## config.mk

```make
export PLATFORM = sky130hd
export DESIGN_NAME = phase_seq
export DESIGN_NICKNAME = d
export VERILOG_FILES = /design/src/rtl/phase_seq.sv
export SDC_FILE = /design/constraint.sdc
export NUM_CORES = 1
export LEC_CHECK = 0
export CAP_MARGIN = 15
export CORE_ASPECT_RATIO = 0.9
export CORE_MARGIN = 2
export CORE_UTILIZATION = 40
export DETAILED_ROUTE_END_ITERATION = 8
export HOLD_SLACK_MARGIN = 0.15
export SLEW_MARGIN = 20
export SYNTH_ARGS = -nofsm -noshare
export SYNTH_HDL_FRONTEND = slang
export SYNTH_SLANG_ARGS = --single-unit
```

## constraint.sdc

```tcl
create_clock -name clk -period 3 [get_ports clk]
set_input_delay 0.6 -clock clk [delete_from_list [all_inputs] [get_ports clk]]
set_output_delay 0.6 -clock clk [all_outputs]
set_load 0.02 [all_outputs]
```

## src/rtl/phase_seq.sv

```systemverilog
// Fine-grain phase sequencer: splits each instruction period into NUM_STAGES
// windows sized by per-stage delay codes, with fixed-period, clamp and stall hold.
module phase_seq #(
  parameter int NUM_STAGES   = 5,
  parameter int DLY_W        = 4,
  parameter int MIN_PERIOD   = 4,
  parameter int MEM_STAGE    = 3,
  localparam int CNT_W       = $clog2(NUM_STAGES * 2**DLY_W + MIN_PERIOD + 1),
  localparam int IDX_W       = $clog2(NUM_STAGES)
) (
  input  logic                        clk,
  input  logic                        rstn,
  input  logic                        iEn,
  input  logic                        iStall,
  input  logic [NUM_STAGES*DLY_W-1:0] iStageDly,
  input  logic                        iFixedMode,
  input  logic [CNT_W-1:0]            iFixedPeriod,
  output logic                        oFePulse,
  output logic                        oMemPulse,
  output logic [NUM_STAGES-1:0]       oStageDone,
  output logic [IDX_W-1:0]            oStageIdx,
  output logic                        oBusy,
  output logic [CNT_W-1:0]            oPeriodLen
);

  localparam logic [1:0]       S_IDLE  = 2'd0;
  localparam logic [1:0]       S_RUN   = 2'd1;
  localparam logic [1:0]       S_HOLD  = 2'd2;
  localparam logic [IDX_W-1:0] LAST    = IDX_W'(NUM_STAGES - 1);
  localparam logic [CNT_W-1:0] MIN_LEN = CNT_W'(MIN_PERIOD);

  logic [1:0]       state;
  logic [CNT_W-1:0] cnt;
  logic [CNT_W-1:0] len;
  logic [CNT_W-1:0] next_len;
  logic [CNT_W-1:0] stage_sum;
  logic [DLY_W-1:0] dly_q [NUM_STAGES];
  logic [IDX_W-1:0] stage_idx;
  logic [DLY_W-1:0] stage_cnt;
  logic             run_end;
  logic             period_done;
  logic             load;
  logic             stage_last;

  // Candidate length for the next period, taken straight from the live inputs.
  always_comb begin
    // NOTE: combinational blocks use blocking assignments and give every
    // variable a default first, so no latch is inferred on any path.
    stage_sum = '0;
    for (int i = 0; i < NUM_STAGES; i++)
      stage_sum = stage_sum + CNT_W'(iStageDly[i*DLY_W +: DLY_W]) + CNT_W'(1);
    next_len = iFixedMode ? iFixedPeriod : stage_sum;
    if (next_len < MIN_LEN)
      next_len = MIN_LEN;
  end

  assign run_end     = (state == S_RUN) && (cnt == len - CNT_W'(1));
  assign period_done = (run_end || state == S_HOLD) && !iStall;
  assign load        = (state == S_IDLE && iEn) || (period_done && iEn);

  // A clamp-padded or truncated period always closes its current stage at L-1.
  assign stage_last = (state == S_RUN) &&
                      (run_end || (stage_idx != LAST && stage_cnt == dly_q[stage_idx]));

  always_ff @(posedge clk or negedge rstn) begin
    if (!rstn) begin
      state     <= S_IDLE;
      cnt       <= '0;
      len       <= '0;
      stage_idx <= '0;
      stage_cnt <= '0;
      // NOTE: the delay store is a handful of flops, not a RAM, and its value
      // is visible through stage timing, so it is reset along with the rest.
      for (int i = 0; i < NUM_STAGES; i++)
        dly_q[i] <= '0;
    end else begin
      // NOTE: all state updates are non-blocking so every register samples
      // the pre-edge values regardless of statement order.
      if (load) begin
        len <= next_len;
        for (int i = 0; i < NUM_STAGES; i++)
          dly_q[i] <= iStageDly[i*DLY_W +: DLY_W];
      end

      if (period_done) begin
        state     <= iEn ? S_RUN : S_IDLE;
        cnt       <= '0;
        stage_idx <= '0;
        stage_cnt <= '0;
      end else if (state == S_IDLE) begin
        if (iEn)
          state <= S_RUN;
      end else if (run_end) begin
        state <= S_HOLD;
      end else if (state == S_RUN) begin
        cnt <= cnt + CNT_W'(1);
        if (stage_idx != LAST) begin
          if (stage_cnt == dly_q[stage_idx]) begin
            stage_idx <= stage_idx + IDX_W'(1);
            stage_cnt <= '0;
          end else begin
            stage_cnt <= stage_cnt + DLY_W'(1);
          end
        end
      end
    end
  end

  assign oFePulse   = period_done;
  assign oStageDone = stage_last ? (NUM_STAGES'(1) << stage_idx) : '0;
  assign oMemPulse  = oStageDone[MEM_STAGE];
  assign oStageIdx  = stage_idx;
  assign oBusy      = (state != S_IDLE);
  assign oPeriodLen = len;

endmodule

```

==> impl_metrics.ini, run 1 <==
[clock_tree]
root_buffer = clkbuf_8
cts_buffers = 5
clockBufferDepth = 2
cts.sinks = 43
h-tree-depth = 2
clk_pin_slew_ns = 0.09
insertion_delay_ns = 0.30
cts_tree = yes

[drt]
ant_nets = 0
dr.pass1.iters = 4
via_per_inst = 5.205
drt_iter0_markers = 113
routedWlPerCell_um = 15.21
vias = 2467
wl_mm = 7.211
drcViolationCount = 0

[worst_hold_path]
hold_class = input port to async pin

[global_route]
met1_usage = 0.2682
gr-usage-met3 = 0.03723
use_met2 = 0.3037
grt_pass1_wl_mm = 12.21
grt_max_degree = 44
top_usage_layer = met2
overflow = 0
grt_pass1_vias = 2523
grt_usage = 0.1893
antenna_found_initial = 0

[synth]
yosysWarnings = 0
synthArstFlopShare = 1.000
syn_area_per_cell_um2 = 10.72
synthTopCellsByCount = dfrtp_1 (43), inv_1 (31), mux2_1 (19), a21oi_1 (16), ha_1 (16)
post-synth-top-count-cell = dfrtp_1
syn-cell-area_um2 = 3087
syn_nets = 348
synth-seq-cells = 43
syn_inst = 288
synth_area_leader_cell = dfrtp_1
synth_top_area_frac = 0.3486
synth_ff_type = dfrtp_1
synthTopCellsByArea = dfrtp_1 (35%), fa_1 (7.8%), mux2_1 (6.9%)
synth_edf_count = 0
synthDistinctLibCells = 62
ys_seq_area_frac = 0.3486

[worst_setup_path]
rr_startpoint = oStageIdx[1]
end_kind = flop
crit_chain = buf_6 -> fa_1 -> fa_1 -> inv_2 -> fa_1 -> inv_2 -> ha_4 -> fa_2 -> nor3_2 -> a21oi_2 -> a2111oi_2 -> o21a_1 -> nand3b_1 -> o21ai_1
cpMostUsedCell = fa_1
critPathRequiredTime_ns = 3.19
worstSetupStartpointType = input port
slowest_delay_ns = 0.51
cp.arrival_ns = 3.83
critPathBufInv = 3
cp-startpoint = iStageDly[18]
slowest_stage = fa_1
critical_path.top_delay_family = adder cells
path_class = input port to flop
crit_fanout = 3

[timing]
clock.fmax_mhz = 274.6
whs_ns = 0.2830
worstMarginPinSlew_ns = 0.6980
finalMaxSlewViolations = 0
clock_skew_ns = 0.006667
hold_violations = 0
rsz0062_at_grt = true
setup_viol = 9
period_needed_ns = 3.641
setup_ws_ns = -0.6414
slew_headroom = 0.5319
fin_crit_sh = 1.214

[power_and_ir_drop]
p_total_mw = 4.274
power_density_nw_per_um2 = 1018
power_leakage_nw = 1.903
ir_drop_v = 0.0003179

[cells_and_area]
fillers = 697
area_growth_pct = 36.04
finalNetCount = 437
drive_gt1_frac = 0.3466
fin_cells = 474
diodes = 0

[job]
drv_cap = 0

[floorplan]
ios = 50
die_w_um = 96.60
initial_utilization = 0.4112
dieArea_um2 = 8436
rows = 30
die_h_um = 87.34
coreArea_um2 = 7507

[placement]
gp_congestion = 0.7539
portBuffers = 49
dp_cells = 461
post-dp-hpwl_mm = 5.507

[outcome]
violations = setup timing
status = finished with violations
-- kinds of logic after synthesis --
| group | count (synthesis) | synth area share |
|---|---|---|
| AO/OA/AOI/OAI | 55 | 0.1358 |
| multiplexers | 35 | 0.1297 |
| XOR/XNOR | 13 | 0.03932 |
| adder cells (fa/ha/maj) | 28 | 0.1427 |
| buffers and inverters | 42 | 0.06121 |
| AND/OR/NAND/NOR | 72 | 0.1427 |
| flip-flops | 43 | 0.3486 |
-- power by group --
group | leakage, nW | internal, mW | total [mW] | switching (mW)
Combinational | 1.33 | 1.37 | 2.63 | 1.27
Sequential | 0.509 | 0.877 | 1.15 | 0.276
Clock | 0.0612 | 0.270 | 0.486 | 0.217
Total | 1.90 | 2.51 | 4.27 | 1.76
-- routing by layer --
metal | share of wire | up-vias
met5 | 0 | -
met4 | 0.0078 | 0
met3 | 0.035 | 5
met2 | 0.48 | 45
met1 | 0.48 | 1216
li1 | - | 1201
-- through the flow --
step / setup slack, ns / utilization / TNS [ns] / instance area, µm²
2_1_floorplan: -0.7786 / - / -3.072 / 3122
3_3_place_gp: -1.419 / 0.5275 / -9.056 / 3960
3_5_place_dp: -1.475 / 0.5275 / -9.259 / 3960
4_1_cts: -0.6172 / 0.5503 / -3.086 / 4131
5_1_grt: -0.8298 / 0.5593 / -4.455 / 4199
6_report: -0.6414 / 0.5593 / -2.854 / 4199
-- sequential cells by signal (all words and copies together), names as in the netlist --
register,flops
cnt,7
oPeriodLen,7
state,2
dly_q,20
oStageIdx,3
stage_cnt,4
-- layout by cell type, fill, tap and decap left out, drive strengths merged, types with 2 or more instances in the layout --
cell type      count
buf               59
dfrtp             43
inv               31
mux2              30
clkdlybuf4s50     24
a21oi             17
ha                16
nand3             12
fa                12
nor2               9
nand2              9
clkbuf             9
o21ai              9
xnor2              7
xor2               6
nand4              5
dlygate4sd2        5
nor2b              5
mux2i              4
nor3               4
and2               4
o31ai              4
nand2b             3
nor4bb             3
a21o               3
nand3b             3
o211ai             3
or2                3
and4bb             2
and3               2
a22o               2
a31oi              2
a221oi             2
or3b               2
nor3b              2
or3                2
a211oi             2
-- timing repair --
| action | CTS | global route |
|---|---|---|
| endpoints found under the setup margin | 14 | 13 |
| hold buffers | 0 | 0 |
| buffers inserted | 5 | 1 |
| resized for setup | 89 | 30 |
| pin swaps | 25 | 19 |
-- area by class of cell --
type                    instances  area (µm²)  area share
repair buffers                 93       807.0      0.1922
clock inverters                 2       35.03    0.008343
clock buffers                   6       82.58     0.01967
flip-flops and latches         43        1077      0.2566
multi-input cells             203        1961      0.4669
inverters                      31       116.4     0.02771
well taps                      96       120.1     0.02861
-- worst paths after layout --
check | to | slack (ns) | depth (start not counted)
setup / recovery | oPeriodLen[0] | -0.64 | 14
hold / removal | dly_q[14] | 0.28 | 1
setup reg to reg | oStageIdx[0] | 0.50 | 9
hold reg to reg | dly_q[2] | 0.49 | 1
max in group asynchronous | oStageIdx[1] | 2.30 | 1
min in group clk | dly_q[2] | 0.49 | 1
(Power assumes the default switching activity.)
==> run 2, diff against run 1 <==
- clock period: 3 -> 4.7 ns (I/O delays scaled with it)
==> run 2 against run 1 <==
Compared with the run above: the run now ends clean; die area is the same; global-route usage shrank 1.4 points; worst hold slack gained 0.20 ns; design area shrank 9.8%; sequential cell count is the same; combinational power shrank 49%; sequential power shrank 32%; non-clock buffer count shrank 37; routed wire length shrank 5.6%; clock skew grew 0.0024 ns; critical path type unchanged; largest power group unchanged.
==> impl_metrics.ini, run 2 (synthesis results as in run 1) <==
[outcome]
status = finished, final reports clean

[drt]
drt_iter0_markers = 67
vias = 2349
routedWlPerCell_um = 15.57
drcViolationCount = 0
dr.pass1.iters = 4
ant_nets = 0
via_per_inst = 5.375
wl_mm = 6.805

[placement]
pre_cts_ws_ns = -0.1769
dpl_cell_area_um2 = 3665
post-dp-hpwl_mm = 5.139
gp_congestion = 0.7705
portBuffers = 49

[worst_setup_path]
end_kind = flop
cp.arrival_ns = 4.68
worstSetupStartpointType = input port
crit_fanout = 3
critPathRequiredTime_ns = 4.87
path_class = input port to flop

[timing]
finalMaxSlewViolations = 0
setup_viol = 0
clock_skew_ns = 0.009030
period_needed_ns = 4.518
setup_ws_ns = 0.1824
slew_headroom = 0.5464
fin_crit_sh = 0.9612
worstMarginPinSlew_ns = 0.6763
clock.fmax_mhz = 221.4
hold_violations = 0

[global_route]
overflow = 0
grt_usage = 0.1755
grt_pass1_wl_mm = 11.16
grt_pass1_vias = 2192
grt_max_degree = 44
antenna_found_initial = 0

[cells_and_area]
diodes = 0
final_util = 0.5047
fillers = 724
area_growth_pct = 22.74
regMostFlops = dly_q
finalNetCount = 400
final_cell_mix = clkdlybuf4s50_1 (44), dfrtp_1 (43), inv_1 (30)
final_common_cell = clkdlybuf4s50_1
largest_reg_flops = 20
drive_gt1_frac = 0.1437
final_area_um2 = 3789

[power_and_ir_drop]
power.share.sequential = 0.332
clkPwrFrac = 0.101
power_leakage_nw = 1.684
pwr-share-comb = 0.567
ir_drop_v = 0.0002257
p_switching_mw = 1.028
p_int_mw = 1.324
p_total_mw = 2.352
switching_share = 0.4370
power_density_nw_per_um2 = 620.8

[clock_tree]
clockBufferDepth = 2
h-tree-depth = 2
clk_pin_slew_ns = 0.08
cts_tree = yes
root_buffer = clkbuf_8
cts_hold_buf = 0
insertion_delay_ns = 0.30
cts_buffers = 5
cts.sinks = 43

[floorplan]
coreArea_um2 = 7507
rows = 30
die_h_um = 87.34
initial_utilization = 0.4112
dieArea_um2 = 8436
die_w_um = 96.60
ios = 50

[worst_hold_path]
hold_class = flop to flop

[job]
drv_cap = 0
run 2: changes by cell type in the layout (fill, tap and decap cells not counted), moves of 5 or more:
cell | before | now
buf_6 | 9 | 0
inv_1 | 22 | 30
buf_2 | 5 | 0
clkdlybuf4s50_1 | 24 | 44
inv_2 | 9 | 1
dlygate4sd2_1 | 5 | 0
buf_4 | 43 | 8
run 2: routing by layer:
metal	vias up	part of all wire	wire, µm	global-route usage
li1	1126	-	-	-
met1	1169	0.49	3314	0.2519
met2	46	0.46	3147	0.2645
met3	8	0.032	221	0.03463
met4	0	0.018	121	0.06018
met5	-	0	0	0
run 2: path summary, 6_finish.rpt:
path / cells after the start / from / slack [ns] / endpoint
setup reg to reg: 6 / oStageIdx[1] / 2.00 / oStageIdx[2]
setup / recovery: 14 / iStageDly[5] / 0.18 / oPeriodLen[0]
max in group asynchronous: 1 / rstn / 3.68 / cnt[3]
hold / removal: 1 / dly_q[3] / 0.48 / dly_q[3]
hold reg to reg: 1 / dly_q[3] / 0.48 / dly_q[3]
min in group asynchronous: 1 / rstn / 0.64 / oPeriodLen[5]
run 2: timing repair:
action,CTS,global route
setup endpoints to repair,0,3
hold endpoints to repair,0,0
buffers inserted,0,1
gates resized for setup,0,12
run 2: power by group through the flow:
stage | Sequential [mW] | Combinational [mW] | Clock (mW)
final | 0.780 | 1.33 | 0.237
after global routing | 0.812 | 1.48 | 0.262
after CTS | 0.781 | 1.32 | 0.246
after detailed placement | 0.786 | 1.31 | 0
after global placement | 0.782 | 1.29 | 0
after floorplan | 0.748 | 0.952 | 0
run 2: layout make-up:
class | count | area, µm² | share of cell area
Tap cell | 96 | 120.1 | 0.03170
Clock inverter | 1 | 5.005 | 0.001321
Clock buffer | 7 | 76.32 | 0.02015
Multi-Input combinational cell | 203 | 1844 | 0.4868
Sequential cell | 43 | 1076 | 0.2840
Inverter | 31 | 116.4 | 0.03071
Timing Repair Buffer | 56 | 550.5 | 0.1453
run 2: metrics by stage:
stage	setup TNS, ns	hold slack (ns)	instances
floorplan	0	0.4496	288
global placement	-0.2461	0.4631	428
detailed placement	-0.4712	0.4671	428
CTS	0	0.4903	436
global route	-0.01446	0.5087	437
finish	0	0.4839	437
run 2: worst max-delay path, stage by stage:
cell and delay [ns]:
clkdlybuf4s50_1 0.47, inv_1 0.05, fa_1 0.48, fa_2 0.58
inv_1 0.06, fa_2 0.37, ha_2 0.19, fa_1 0.51
nor3_2 0.21, a21oi_2 0.06, a2111oi_2 0.37, o21a_1 0.20
nand3b_1 0.10, o21ai_0 0.09
